**src/rtl/instr_fetch.sv**
```systemverilog
// Instruction fetch: issues reads to a synchronous instruction memory, captures the
// returned word and hands {pc, instr} to decode. Optional range check: FETCH_RANGE_CHECK_EN.
module instr_fetch #(
  parameter logic [31:0] RESET_PC   = 32'h01000000,
  parameter logic [31:0] IMEM_BASE  = 32'h01000000,
  parameter logic [31:0] IMEM_LIMIT = 32'h010007FC
) (
  input  logic        clk,
  input  logic        rst,
  output logic        imem_rd,
  output logic [31:0] imem_addr,
  input  logic [31:0] imem_instr,
  input  logic        redirect_valid,
  input  logic [31:0] redirect_pc,
  output logic        out_valid,
  input  logic        out_ready,
  output logic [31:0] out_pc,
  output logic [31:0] out_instr,
  output logic        fetch_fault
);

  logic [31:0] pc_reg;
  logic        inflight_reg;
  logic [31:0] inflight_pc_reg;
  logic        kill_reg;
  logic [1:0]  count_reg;
  logic [31:0] out_pc_reg;
  logic [31:0] out_instr_reg;
  logic [31:0] skid_pc_reg;
  logic [31:0] skid_instr_reg;
  logic        fault_reg;

  logic        pop;
  logic        push;
  logic        can_issue;
  logic        issue;
  logic        fault_set;
  logic [2:0]  pending;

  assign pop       = out_valid && out_ready;
  assign push      = inflight_reg && !kill_reg;
  // Words already buffered plus the one returning now, minus the one leaving:
  // issuing only below two guarantees a free slot when the new word lands.
  assign pending   = {1'b0, count_reg} + {2'b00, inflight_reg} - {2'b00, pop};
  assign can_issue = !rst && !redirect_valid && (pending < 3'd2);

`ifdef FETCH_RANGE_CHECK_EN
  logic in_range;
  assign in_range    = (pc_reg >= IMEM_BASE) && (pc_reg <= IMEM_LIMIT);
  assign issue       = can_issue && in_range;
  assign fetch_fault = fault_reg;
`else
  assign issue       = can_issue;
  // Range parameters stay referenced even though checking is compiled out.
  assign fetch_fault = fault_reg & (IMEM_BASE <= IMEM_LIMIT);
`endif
  assign fault_set = can_issue && !issue;

  assign imem_rd   = issue;
  assign imem_addr = rst ? RESET_PC : pc_reg;
  assign out_valid = (count_reg != 2'd0);
  assign out_pc    = out_pc_reg;
  assign out_instr = out_instr_reg;

  always_ff @(posedge clk) begin
    if (rst) begin
      pc_reg          <= RESET_PC;
      inflight_reg    <= 1'b0;
      inflight_pc_reg <= 32'h0;
      kill_reg        <= 1'b0;
      count_reg       <= 2'd0;
      out_pc_reg      <= 32'h0;
      out_instr_reg   <= 32'h0;
      skid_pc_reg     <= 32'h0;
      skid_instr_reg  <= 32'h0;
      fault_reg       <= 1'b0;
    end else if (redirect_valid) begin
      // Flush everything; a response arriving this cycle is dropped with the FIFO.
      pc_reg       <= redirect_pc & ~32'h3;
      kill_reg     <= inflight_reg;
      inflight_reg <= 1'b0;
      count_reg    <= 2'd0;
      fault_reg    <= 1'b0;
    end else begin
      kill_reg <= 1'b0;
      if (issue) begin
        pc_reg          <= pc_reg + 32'd4;
        inflight_reg    <= 1'b1;
        inflight_pc_reg <= pc_reg;
      end else begin
        inflight_reg <= 1'b0;
      end
      if (fault_set) begin
        fault_reg <= 1'b1;
      end
      // Output register is the FIFO head and only loads when a new head arrives,
      // so out_pc/out_instr hold while nothing valid is presented.
      case (count_reg)
        2'd0: begin
          if (push) begin
            out_pc_reg    <= inflight_pc_reg;
            out_instr_reg <= imem_instr;
            count_reg     <= 2'd1;
          end
        end
        2'd1: begin
          if (push && pop) begin
            out_pc_reg    <= inflight_pc_reg;
            out_instr_reg <= imem_instr;
          end else if (push) begin
            skid_pc_reg    <= inflight_pc_reg;
            skid_instr_reg <= imem_instr;
            count_reg      <= 2'd2;
          end else if (pop) begin
            count_reg <= 2'd0;
          end
        end
        default: begin
          if (pop) begin
            out_pc_reg    <= skid_pc_reg;
            out_instr_reg <= skid_instr_reg;
            if (push) begin
              skid_pc_reg    <= inflight_pc_reg;
              skid_instr_reg <= imem_instr;
            end else begin
              count_reg <= 2'd1;
            end
          end
        end
      endcase
    end
  end

endmodule

```
**config.mk**
```make
export PLATFORM = sky130hd
export DESIGN_NAME = instr_fetch
export DESIGN_NICKNAME = d
export VERILOG_FILES = /design/src/rtl/instr_fetch.sv
export SDC_FILE = /design/constraint.sdc
export NUM_CORES = 1
export LEC_CHECK = 0
export BUFFER_PORTS_ARGS = -buffer_cell sky130_fd_sc_hd__buf_2
export CORE_MARGIN = 3
export CORE_UTILIZATION = 36
export CTS_CLUSTER_DIAMETER = 200
export DETAILED_ROUTE_END_ITERATION = 16
export PLACE_DENSITY_LB_ADDON = 0.1
export SKIP_CTS_REPAIR_TIMING = 1
export SLEW_MARGIN = 20
export SYNTH_ARGS = -nofsm -noshare
export SYNTH_HDL_FRONTEND = slang
export SYNTH_SLANG_ARGS = --single-unit
```
**constraint.sdc**
```tcl
create_clock -name clk -period 8.3 [get_ports clk]
set_input_delay 0.83 -clock clk [delete_from_list [all_inputs] [get_ports clk]]
set_output_delay 0.83 -clock clk [all_outputs]
set_load 0.03 [all_outputs]
```
== After elaboration in Yosys (flattened, before gate mapping) ==
Index checks and enable logic that the tools add are counted.

* Reduce and logical (&&, ||, !) cells: 19
* Bitwise gates (word level): 2
* Equal/unequal tests: 6
* $add $sub $neg: 3
* Mux-type cells: 27
* Magnitude comparators: 1

{| class="wikitable"
|+ Operators by type and width
! cell !! number
|-
| 2-to-1 mux 32 bit || 15
|-
| one-hot mux 32 bit (2 select lines) || 4
|-
| adder 32 x 3 -> 32 bit (second input constant) || 1
|-
| 2-to-1 mux 2 bit || 6
|-
| AND reduction 4 bit || 2
|-
| inequality test 2 bit (second input constant) || 3
|-
| nonzero test 2 bit || 3
|-
| logical AND 1 bit || 5
|-
| AND reduction 5 bit || 1
|-
| one-hot mux 2 bit (2 select lines) || 1
|-
| OR reduction 2 bit || 2
|-
| adder 2 x 1 -> 3 bit || 1
|-
| zero test 1 bit || 3
|-
| < comparator 3 x 2 -> 1 bit (second input constant) || 1
|-
| inequality test 3 x 1 -> 1 bit (second input constant) || 1
|-
| inequality test 3 bit (second input constant) || 1
|-
| nonzero test 3 bit || 1
|-
| subtractor 3 x 1 -> 3 bit || 1
|-
| == test 2 x 1 -> 1 bit (second input constant) || 1
|-
| zero test 2 bit || 1
|-
| inverter 1 bit || 2
|-
| AND reduction 2 bit || 1
|-
| 2-to-1 mux 1 bit || 1
|}

* Logic and storage cells: 68
* Register bits after elaboration: 196
* Output and inout port bits: 99
* Input bits: 68

== Longest topological paths before layout ==
Gate-level depths: netlist of run 1.

* Depth in word-level cells: 7
* Mapped depth: 14
* Mapped depth without buffers: 10

== Worst setup path after synthesis of run 1 ==
Ideal clock, no wire load.

* Kind: register to output
* Start point: register count_reg[1]
* End point: output port imem_rd
* Required time: 7.470 ns
* Cell stages (with the launch flop): 13
* Buffers on the path: 5
* Arrival: 3.308 ns
* Setup slack: 4.162 ns
* Cell sequence: dfxtp_1 -> buf_6 -> clkbuf_1 -> buf_1 -> nand2_1 -> nor2_1 -> o21ai_0 -> fa_1 -> xnor2_4 -> nand3_2 -> inv_1 -> clkbuf_1 -> clkbuf_1

* Word-level cells in the longest chain between the ends: 5
* Elaborated cells between the ends (all ways): 6
* Those cells by class: add/sub: 2; order compare: 1; reduce/logical: 3

{| class="wikitable"
|+ RTL lines
! element !! RTL line !! text
|-
| start, declared || 26 || <nowiki>logic [1:0] count_reg;</nowiki>
|-
| start signal, assigned || 71 || <nowiki>count_reg <= 2'd0;</nowiki>
|-
| start signal, assigned || 82 || <nowiki>count_reg <= 2'd0;</nowiki>
|-
| start signal, assigned || 103 || <nowiki>count_reg <= 2'd1;</nowiki>
|-
| branches (longest 2 deep; another with adder 2 x 1 -> 3 bit) || - ||
|-
| subtractor 3 x 1 -> 3 bit * || 44 || <nowiki>assign pending = {1'b0, count_reg} + {2'b00, inflight_reg} - {2'b00, pop};</nowiki>
|-
| < comparator 3 x 2 -> 1 bit * || 45 || <nowiki>assign can_issue = !rst && !redirect_valid && (pending < 3'd2);</nowiki>
|-
| logical AND 1 bit * || 45 ||
|-
| end, declared || 10 || <nowiki>output logic imem_rd,</nowiki>
|}

Mark *: on every way between the ends.

== Worst setup path after layout of run 1 ==
Ends and elaborated chain as after synthesis.

==> results of run 1 <==
[final cells by class]
class | count | area, sq um | area share [%]
multi-input combinational | 685 | 3840 | 40.8
sequential | 188 | 3770 | 40.0
timing repair buffer | 169 | 877 | 9.32
clock buffer | 19 | 433 | 4.60
tap | 275 | 344 | 3.66
clock inverter | 13 | 108 | 1.14
inverter | 9 | 33.8 | 0.359
antenna | 1 | 2.50 | 0.0266
[cells by family after synthesis]
kind of cell	after synthesis	share of synthesized area [%]
other cells	1	0.0472
flops	188	47.4
compound gates	231	18.0
mux	64	8.10
simple gates	376	20.4
xor+xnor	7	1.01
fa+ha+maj	2	0.410
buf+inv	91	4.68
[where the power goes]
group	internal [mW]	switching [mW]
clock network	0.392	0.374
registers	0.932	0.0268
logic	0.0641	0.134
total	1.39	0.535
[worst max-delay path by stage]
stage                 start      end  slack (ns)  depth (start not counted)
2_1_floorplan  count_reg[1]  imem_rd        4.16                         12
3_3_place_gp      out_ready  imem_rd        3.90                          9
3_5_place_dp      out_ready  imem_rd        3.89                          9
4_1_cts        count_reg[1]  imem_rd        3.55                          9
5_1_grt        count_reg[1]  imem_rd        3.25                          9
6_report       count_reg[1]  imem_rd        3.62                          9
[layer usage]
layer  up-vias  GRT usage (%)  wire length (um)
met5         -              0                 0
met4         0           4.37               177
met3        12           3.55              1100
met2       149           26.8              9420
met1      3206           25.2             10500
li1       3536              -                 -
[cell usage in the layout (no fill, tap or decap), drive strengths merged, types with 2 or more instances in the layout]
| master | synthesis | layout |
|---|---|---|
| xor2 | 5 | 5 |
| nor3 | 4 | 4 |
| a2bb2oi | 2 | 2 |
| clkinvlp | 0 | 4 |
| buf | 16 | 169 |
| nand2 | 204 | 204 |
| mux2i | 62 | 62 |
| o211ai | 2 | 2 |
| or3 | 3 | 3 |
| nand3 | 14 | 14 |
| o21ai | 15 | 15 |
| o311ai | 2 | 2 |
| or2 | 2 | 2 |
| a31oi | 9 | 9 |
| nor2b | 26 | 26 |
| a21oi | 110 | 110 |
| a221oi | 2 | 2 |
| xnor2 | 2 | 2 |
| o22ai | 4 | 4 |
| conb | 1 | 5 |
| inv | 9 | 16 |
| clkinv | 0 | 2 |
| a22oi | 10 | 10 |
| a32oi | 5 | 5 |
| nand4 | 10 | 10 |
| or4 | 5 | 5 |
| nor4 | 5 | 5 |
| dfxtp | 188 | 188 |
| and3 | 3 | 3 |
| clkbuf | 66 | 19 |
| a211oi | 62 | 62 |
| and2 | 3 | 3 |
| mux2 | 2 | 2 |
| nor2 | 93 | 93 |
[worst register-to-register path: stages, from the launching register on]
cell     delay [ns]
dfxtp_4        0.78
nand2_1        0.11
nor2_1         0.19
o21ai_0        0.14
fa_1           0.47
xnor2_4        0.18
nand3_2        0.58
or4_1          0.86
or4_1          0.54
a31oi_1        0.17
[stage by stage]
step,cells,instance area (sq um),utilization (%),total power [mW],setup WS [ns]
4_1_cts,1358,9410,44.0,1.95,3.55
3_3_place_gp,1326,8860,41.5,1.18,3.90
3_5_place_dp,1326,8860,41.5,1.18,3.89
6_report,1359,9410,44.1,1.92,3.62
5_1_grt,1359,9410,44.1,2.01,3.25
2_1_floorplan,964,7960,-,1.11,4.16
==> qor.csv, run 1 <==
metric,value,unit
outcome,finished clean,
Root Buffer,clkbuf_16,
crit-path leading delay family,buffers and inverters,
number of flops mapped to enable cells by yosys,0,
drt pass-1 iters,5,
CP max stage delay,0.78,ns
number of max-cap violations,0,
R2R depth,9,
vias in the first global route,6427,
WP data required,7.47,ns
arrival time at the worst endpoint,3.85,ns
Reg2Reg Launch Point,count_reg[1],
maximum clock insertion buffer count,2,
Synth-to-Final Area Change,18.5,%
# nets final,1140,
minimum clock period,4.68,ns
"setup slack, reg-to-reg",4.21,ns
Hold Fails Final Rpt,0,
synth warn,0,
WL/cell,15.6,um
Max VDD drop,114,uV
Core ar.,0.0214,sq mm
final hold slack,0.454,ns
total CTS buffers,17,
Post-DRT Antenna Nets,0,
Highest Clock Rate,214,MHz
Synth cell types,54,
synth top area cells,"dfxtp_1 47%, nand2_1 9.6%, mux2i_1 7.8%",
Total GRT Usage,17.5,%
area of the mapped netlist,0.00794,sq mm
latest clock arrival within the worst-skew pair,0.43,ns
Setup TNS,0,ns
TritonCTS clock tree,built,
Buf/Inv on CP,3,
ys flop type,dfxtp_1,
drt drc,0,
crit end category,primary output,
Port-buffer cells,159,
syn avg cell area,8.27,sq um
Hold Crit Class,flop to flop,
slowest CP cell,dfxtp_4,
Worst Skew,0.0116,ns
RSZ-0062 raised after global routing,false,
GR Overflow Total,0,
clock sink total,188,
"top cells by count, synth","204 x nand2_1, 188 x dfxtp_1, 110 x a21oi_1",
Hold Crit Endpoint,skid_pc_reg[18],
Final Cycle Share,56.4,%
Mapped Cells,960,
"critical path, cell by cell",nand2_1 > nor2_1 > o21ai_0 > fa_1 > xnor2_4 > nand3_2 > inv_1 > buf_4 > buf_2,
initial antenna violation count,1,
Die Ht,155,um
final wirelength,21200,um
initial drt markers,357,
critical-path maximum fanout,44,
"Seq/Total Area, Yosys",47.4,%
LEAKAGE,3.38,nW
DR vias/cell,5.08,
crit path kind,flop to primary output,
I/O pin total,167,
Die W,155,um
vias,6903,
Std-Cell Rows,53,
"area leader, netlist",dfxtp_1,
H-tree Lvls,4,
relative slew slack,32.3,%
Worst-Margin Slew,1.01,ns
final weighted congestion in routability-driven placement,0.763,
share of flip-flops with an asynchronous set or reset,0,%
layout cells sized above 1,19.7,%
share of the synthesized area in the top cell type,47.4,%
initial core utilization,37.2,%
global-route wire length before repair,34200,um
Reg-to-Reg End,pc_reg[19],
hold path cells,2,
largest net degree at the start of global routing,96,
"Clk pin slew, worst setup/hold paths",0.07,ns
pwr/cell area,204,mW/mm^2
fill count,2240,
"Setup violations, final",0,
Hold Crit Start,skid_pc_reg[18],
Final Max Tran Viols,0,
DP HPWL,13300,um
"FF+latch count, synth",188,
die area,0.0239,sq mm
startpoint types,flop,
top-count cell post-synth,nand2_1,
(Power assumes the default switching activity.)
==> inputs of run 2 (changes only) <==
==> constraint.sdc (replaced) <==
create_clock -name clk -period 3.85 [get_ports clk]
set_input_delay 0.385 -clock clk [delete_from_list [all_inputs] [get_ports clk]]
set_output_delay 0.385 -clock clk [all_outputs]
set_load 0.03 [all_outputs]
==> run 2 against run 1 <==
  * Final area rose by 1.9%
  * Wire length rose by 0.52%
  * Clock skew fell by 0.0024 ns
  * First-iteration DRC count rose by 23%
  * Critical path depth fell by 1
  * Non-clock buffer count rose by 7
  * Setup slack got worse by 2.8 ns
  * Register-to-register slack got worse by 3.4 ns
  * Total power rose by 120%
  * Critical endpoint is now pc_reg[19]
  * Largest power group unchanged
==> qor.csv, run 2 (synthesis results as in run 1) <==
metric,value,unit,change
Setup WS pre-CTS,0.671,ns,-3.22 ns
Post-DRT Antenna Nets,0,,unchanged
layout cells sized above 1,20.4,%,+0.70 points
switching component of the power,1.19,mW,+120%
"commonest non-fill, non-tap cell in the layout",nand2_1,,
critical-path maximum fanout,6,,-86%
total CTS buffers,17,,unchanged
Setup TNS,0,ns,unchanged
minimum clock period,3.04,ns,
RSZ-0062 raised after global routing,false,,
Total GRT Usage,17.5,%,+0.049 points
pwr/cell area,451,mW/mm^2,+120%
vias in the first global route,6427,,unchanged
Comb power frac,10.0,%,-0.3 points
initial core utilization,37.2,%,unchanged
drt pass-1 iters,4,,-1
Hold Crit Class,input port to flop,,
# nets final,1147,,+0.61%
Hold Fails Final Rpt,0,,unchanged
WL/cell,15.6,um,about the same
Root Buffer,clkbuf_16,,
slowest CP cell,or4_1,,
Pint,3.14,mW,+130%
vias,6922,,+0.28%
crit path kind,flop to flop,,
latest clock arrival within the worst-skew pair,0.43,ns,about the same
WP data required,4.19,ns,-3.28 ns
initial drt markers,439,,+23%
Die Ht,155,um,unchanged
Reg2Reg Launch Point,count_reg[0],,
Core ar.,0.0214,sq mm,unchanged
outcome,finished clean,,
LEAKAGE,3.47,nW,+2.6%
Placed Area,0.00898,sq mm,+1.3%
Die W,155,um,unchanged
"Setup violations, final",0,,unchanged
Synth-to-Final Area Change,20.7,%,
Port-buffer cells,159,,unchanged
crit end category,flop,,
most frequent cells in the layout,"203 x nand2_1, 187 x dfxtp_1, 158 x buf_2, 109 x a21oi_1, 92 x nor2_1",,
Buf/Inv on CP,0,,-3
DP HPWL,13400,um,+0.41%
CP most frequent cell,or4_1,,
I/O pin total,167,,unchanged
"critical path, cell by cell",nor2b_1 > o21ai_0 > fa_1 > xnor2_4 > nand3_2 > or4_1 > or4_1 > a31oi_1,,
relative slew slack,28.4,%,-3.8 points
DR vias/cell,5.07,,-0.17%
Max VDD drop,341,uV,+200%
Worst Skew,0.00928,ns,-0.00237 ns
Highest Clock Rate,329,MHz,
TritonCTS clock tree,built,,
CP max stage delay,0.66,ns,-0.12 ns
initial antenna violation count,0,,-1
largest net degree at the start of global routing,215,,+120%
Std-Cell Rows,53,,unchanged
clock sink total,188,,unchanged
GR Overflow Total,0,,unchanged
final worst slack,0.809,ns,-2.81 ns
global-route wire length before repair,34400,um,+0.67%
maximum clock insertion buffer count,2,,unchanged
Worst Setup SP,count_reg[0],,
register share of total power,47.8,%,-2.1 points
startpoint types,flop,,
Final Cycle Share,79.0,%,
H-tree Lvls,4,,unchanged
number of max-cap violations,0,,unchanged
"Power, Total",4.32,mW,+120%
drt drc,0,,unchanged
arrival time at the worst endpoint,3.38,ns,-0.47 ns
design area,0.00958,sq mm,+1.9%
switching portion of total power,27.4,%,-0.42 points
final wirelength,21300,um,+0.52%
final weighted congestion in routability-driven placement,0.745,,-2.4%
Clock Power Share,42.2,%,+2.4 points
Hold Crit Start,redirect_pc[2],,
"Clk pin slew, worst setup/hold paths",0.07,ns,about the same
die area,0.0239,sq mm,unchanged
Worst-Margin Slew,1.07,ns,+0.0665 ns
crit-path leading delay family,simple AND/OR/NAND/NOR gates,,
Final Max Tran Viols,0,,unchanged
final hold slack,0.197,ns,-0.257 ns
Diodes inserted,0,,-1
run 2: tightest hold or removal path, cell delays in order:
cell	delay, ns
buf_2	0.07
a221oi_1	0.07
nor2_1	0.07
run 2: final timing paths:
| check | end | slack [ns] | depth (start not counted) |
|---|---|---|---|
| hold reg to reg | skid_pc_reg[31] | 0.45 | 2 |
| hold / removal | pc_reg[2] | 0.20 | 3 |
| setup / recovery | pc_reg[19] | 0.81 | 8 |
| setup reg to reg | pc_reg[19] | 0.81 | 8 |
run 2: per-stage QoR:
stage / utilization (%) / std cells
finish: 44.9 / 1365
global placement: 42.1 / 1333
global route: 44.9 / 1365
detailed placement: 42.1 / 1333
floorplan: - / 964
CTS: 44.9 / 1365
run 2: final cells by class:
type	count	area, sq um
fillers	2196	11800
inverters	9	33.8
flip-flops and latches	188	3770
clock inverters	15	179
well taps	275	344
repair buffers	176	992
multi-input cells	685	3840
clock buffers	17	425
run 2: power groups by stage:
stage               registers (mW)  clock network, mW  logic (mW)
floorplan                     2.16                  0       0.231
global placement              2.11                  0       0.436
detailed placement            2.11                  0       0.438
CTS                           2.07               1.87       0.439
global route                  2.08               1.94       0.477
finish                        2.07               1.82       0.433
run 2: routing by layer:
layer | track usage (%) | wire length (um)
met1 | 24.3 | 10000
met3 | 3.64 | 1130
met4 | 5.09 | 318
met5 | 0 | 0
met2 | 27.7 | 9860
==> inputs of run 3 (changes only) <==
==> constraint.sdc (replaced) <==
create_clock -name clk -period 2.9 [get_ports clk]
set_input_delay 0.29 -clock clk [delete_from_list [all_inputs] [get_ports clk]]
set_output_delay 0.29 -clock clk [all_outputs]
set_load 0.03 [all_outputs]
==> run 3 against run 2 <==
  * Worst hold slack worse by 0.094 ns
  * Total power up 33%
  * Via count up 0.13%
  * Setup slack worse by 0.66 ns
==> qor.csv, run 3 (synthesis results as in run 1) <==
metric,value,unit,change
outcome,finished clean,,
TritonCTS clock tree,built,,
Finished Core Util,45.1,%,+0.26 points
Post-DRT Antenna Nets,0,,unchanged
Diodes inserted,0,,unchanged
Synth-to-Final Area Change,21.4,%,
vias,6931,,+0.13%
number of max-cap violations,0,,unchanged
vias in the first global route,6492,,+1.0%
Final Max Tran Viols,0,,unchanged
total CTS buffers,17,,unchanged
Highest Clock Rate,363,MHz,
Final Cycle Share,95.0,%,
"Setup violations, final",0,,unchanged
Finished Layout Cells,1371,,+0.44%
initial core utilization,37.2,%,unchanged
Reg-to-Reg End,pc_reg[19],,
startpoint types,flop,,
Hold Crit Endpoint,skid_instr_reg[14],,
Reg2Reg Launch Point,count_reg[0],,
Max VDD drop,348,uV,+1.9%
GR Overflow Total,0,,unchanged
arrival time at the worst endpoint,2.46,ns,-0.92 ns
latest clock arrival within the worst-skew pair,0.43,ns,about the same
die area,0.0239,sq mm,unchanged
final hold slack,0.104,ns,-0.0939 ns
CP max stage delay,0.40,ns,-0.26 ns
largest net degree at the start of global routing,162,,-25%
"Power, Total",5.74,mW,+33%
"setup slack, reg-to-reg",0.28,ns,-0.53 ns
Root Buffer,clkbuf_16,,
Die Ht,155,um,unchanged
Setup TNS,0,ns,unchanged
drt pass-1 iters,5,,+1
# nets final,1153,,+0.52%
layout cells sized above 1,21.2,%,+0.80 points
Hold Fails Final Rpt,0,,unchanged
Hold Crit Start,imem_instr[14],,
WL/cell,15.5,um,-0.89%
final wirelength,21200,um,-0.45%
most frequent cells in the layout,"203 x nand2_1, 187 x dfxtp_1, 157 x buf_2, 109 x a21oi_1, 91 x nor2_1",,
I/O pin total,167,,unchanged
DR vias/cell,5.06,,-0.31%
minimum clock period,2.75,ns,
Placed Cells incl. Taps,1338,,+0.38%
Worst Skew,0.0130,ns,+0.00377 ns
Total GRT Usage,17.5,%,-0.030 points
initial drt markers,390,,-11%
final weighted congestion in routability-driven placement,0.766,,+2.8%
LEAKAGE,3.50,nW,+0.84%
crit path kind,flop to primary output,,
global-route wire length before repair,34500,um,+0.18%
H-tree Lvls,4,,unchanged
Worst-Margin Slew,0.721,ns,-0.353 ns
DP HPWL,13700,um,+2.4%
critical-path maximum fanout,24,,+18
slowest CP cell,fa_2,,
Hold Crit Class,input port to flop,,
Port-buffer cells,159,,unchanged
"commonest non-fill, non-tap cell in the layout",nand2_1,,
pwr/cell area,595,mW/mm^2,+32%
clock sink total,188,,unchanged
Die W,155,um,unchanged
WP data required,2.61,ns,-1.58 ns
Core ar.,0.0214,sq mm,unchanged
"Clk pin slew, worst setup/hold paths",0.07,ns,about the same
drt drc,0,,unchanged
crit end category,primary output,,
maximum clock insertion buffer count,2,,unchanged
Std-Cell Rows,53,,unchanged
initial antenna violation count,0,,unchanged
hold path cells,3,,unchanged
R2R depth,8,,unchanged
"critical path, cell by cell",nor2b_2 > o21ai_2 > fa_2 > xnor2_4 > nand3_2 > buf_4 > clkinvlp_4 > buf_12 > clkbuf_4,,
relative slew slack,52.0,%,+24 points
==> run 3: layer usage <==
metal	vias up	share of wire [%]	global-route usage (%)	wire length, um
li1	3563	-	-	-
met1	3202	47	23.2	9910
met2	142	47	28.7	9990
met3	24	4.7	3.86	992
met4	0	1.6	5.17	337
met5	-	0	0	0
==> run 3: critical path: cells and delay by family (launching register included) <==
kind	cells	cell delay (ns)
flops	1	0.38
xor+xnor	1	0.18
buf+inv	4	0.67
simple gates	2	0.31
fa+ha+maj	1	0.40
compound gates	1	0.08
==> run 3: worst max-delay path by stage <==
stage                  from    endpoint  cells after the start
2_1_floorplan  count_reg[1]  pc_reg[19]                     13
3_3_place_gp      out_ready  pc_reg[19]                     10
3_5_place_dp      out_ready  pc_reg[19]                     10
4_1_cts        count_reg[0]     imem_rd                      9
5_1_grt        count_reg[0]     imem_rd                      9
6_report       count_reg[0]     imem_rd                      9
==> run 3: layout make-up <==
cell class	count	area [sq um]
Clock buffer	17	425
Sequential cell	188	3770
Clock inverter	15	178
Tap cell	275	344
Inverter	9	37.5
Fill cell	2164	11700
Timing Repair Buffer	182	1040
Multi-Input combinational cell	685	3850
==> run 3: report_power, final <==
group / total [mW] / internal, mW / leakage, nW / switching, mW
registers: 2.75 / 2.67 / 1.53 / 0.0825
logic: 0.581 / 0.197 / 1.67 / 0.383
clock network: 2.41 / 1.31 / 0.296 / 1.10
==> run 3: per-stage QoR <==
stage | setup WS, ns | area [sq um]
after floorplan | -0.0264 | 8000
after global placement | 0.204 | 9010
after detailed placement | 0.195 | 9010
after CTS | -0.221 | 9610
after global routing | -0.0148 | 9640
final | 0.146 | 9640
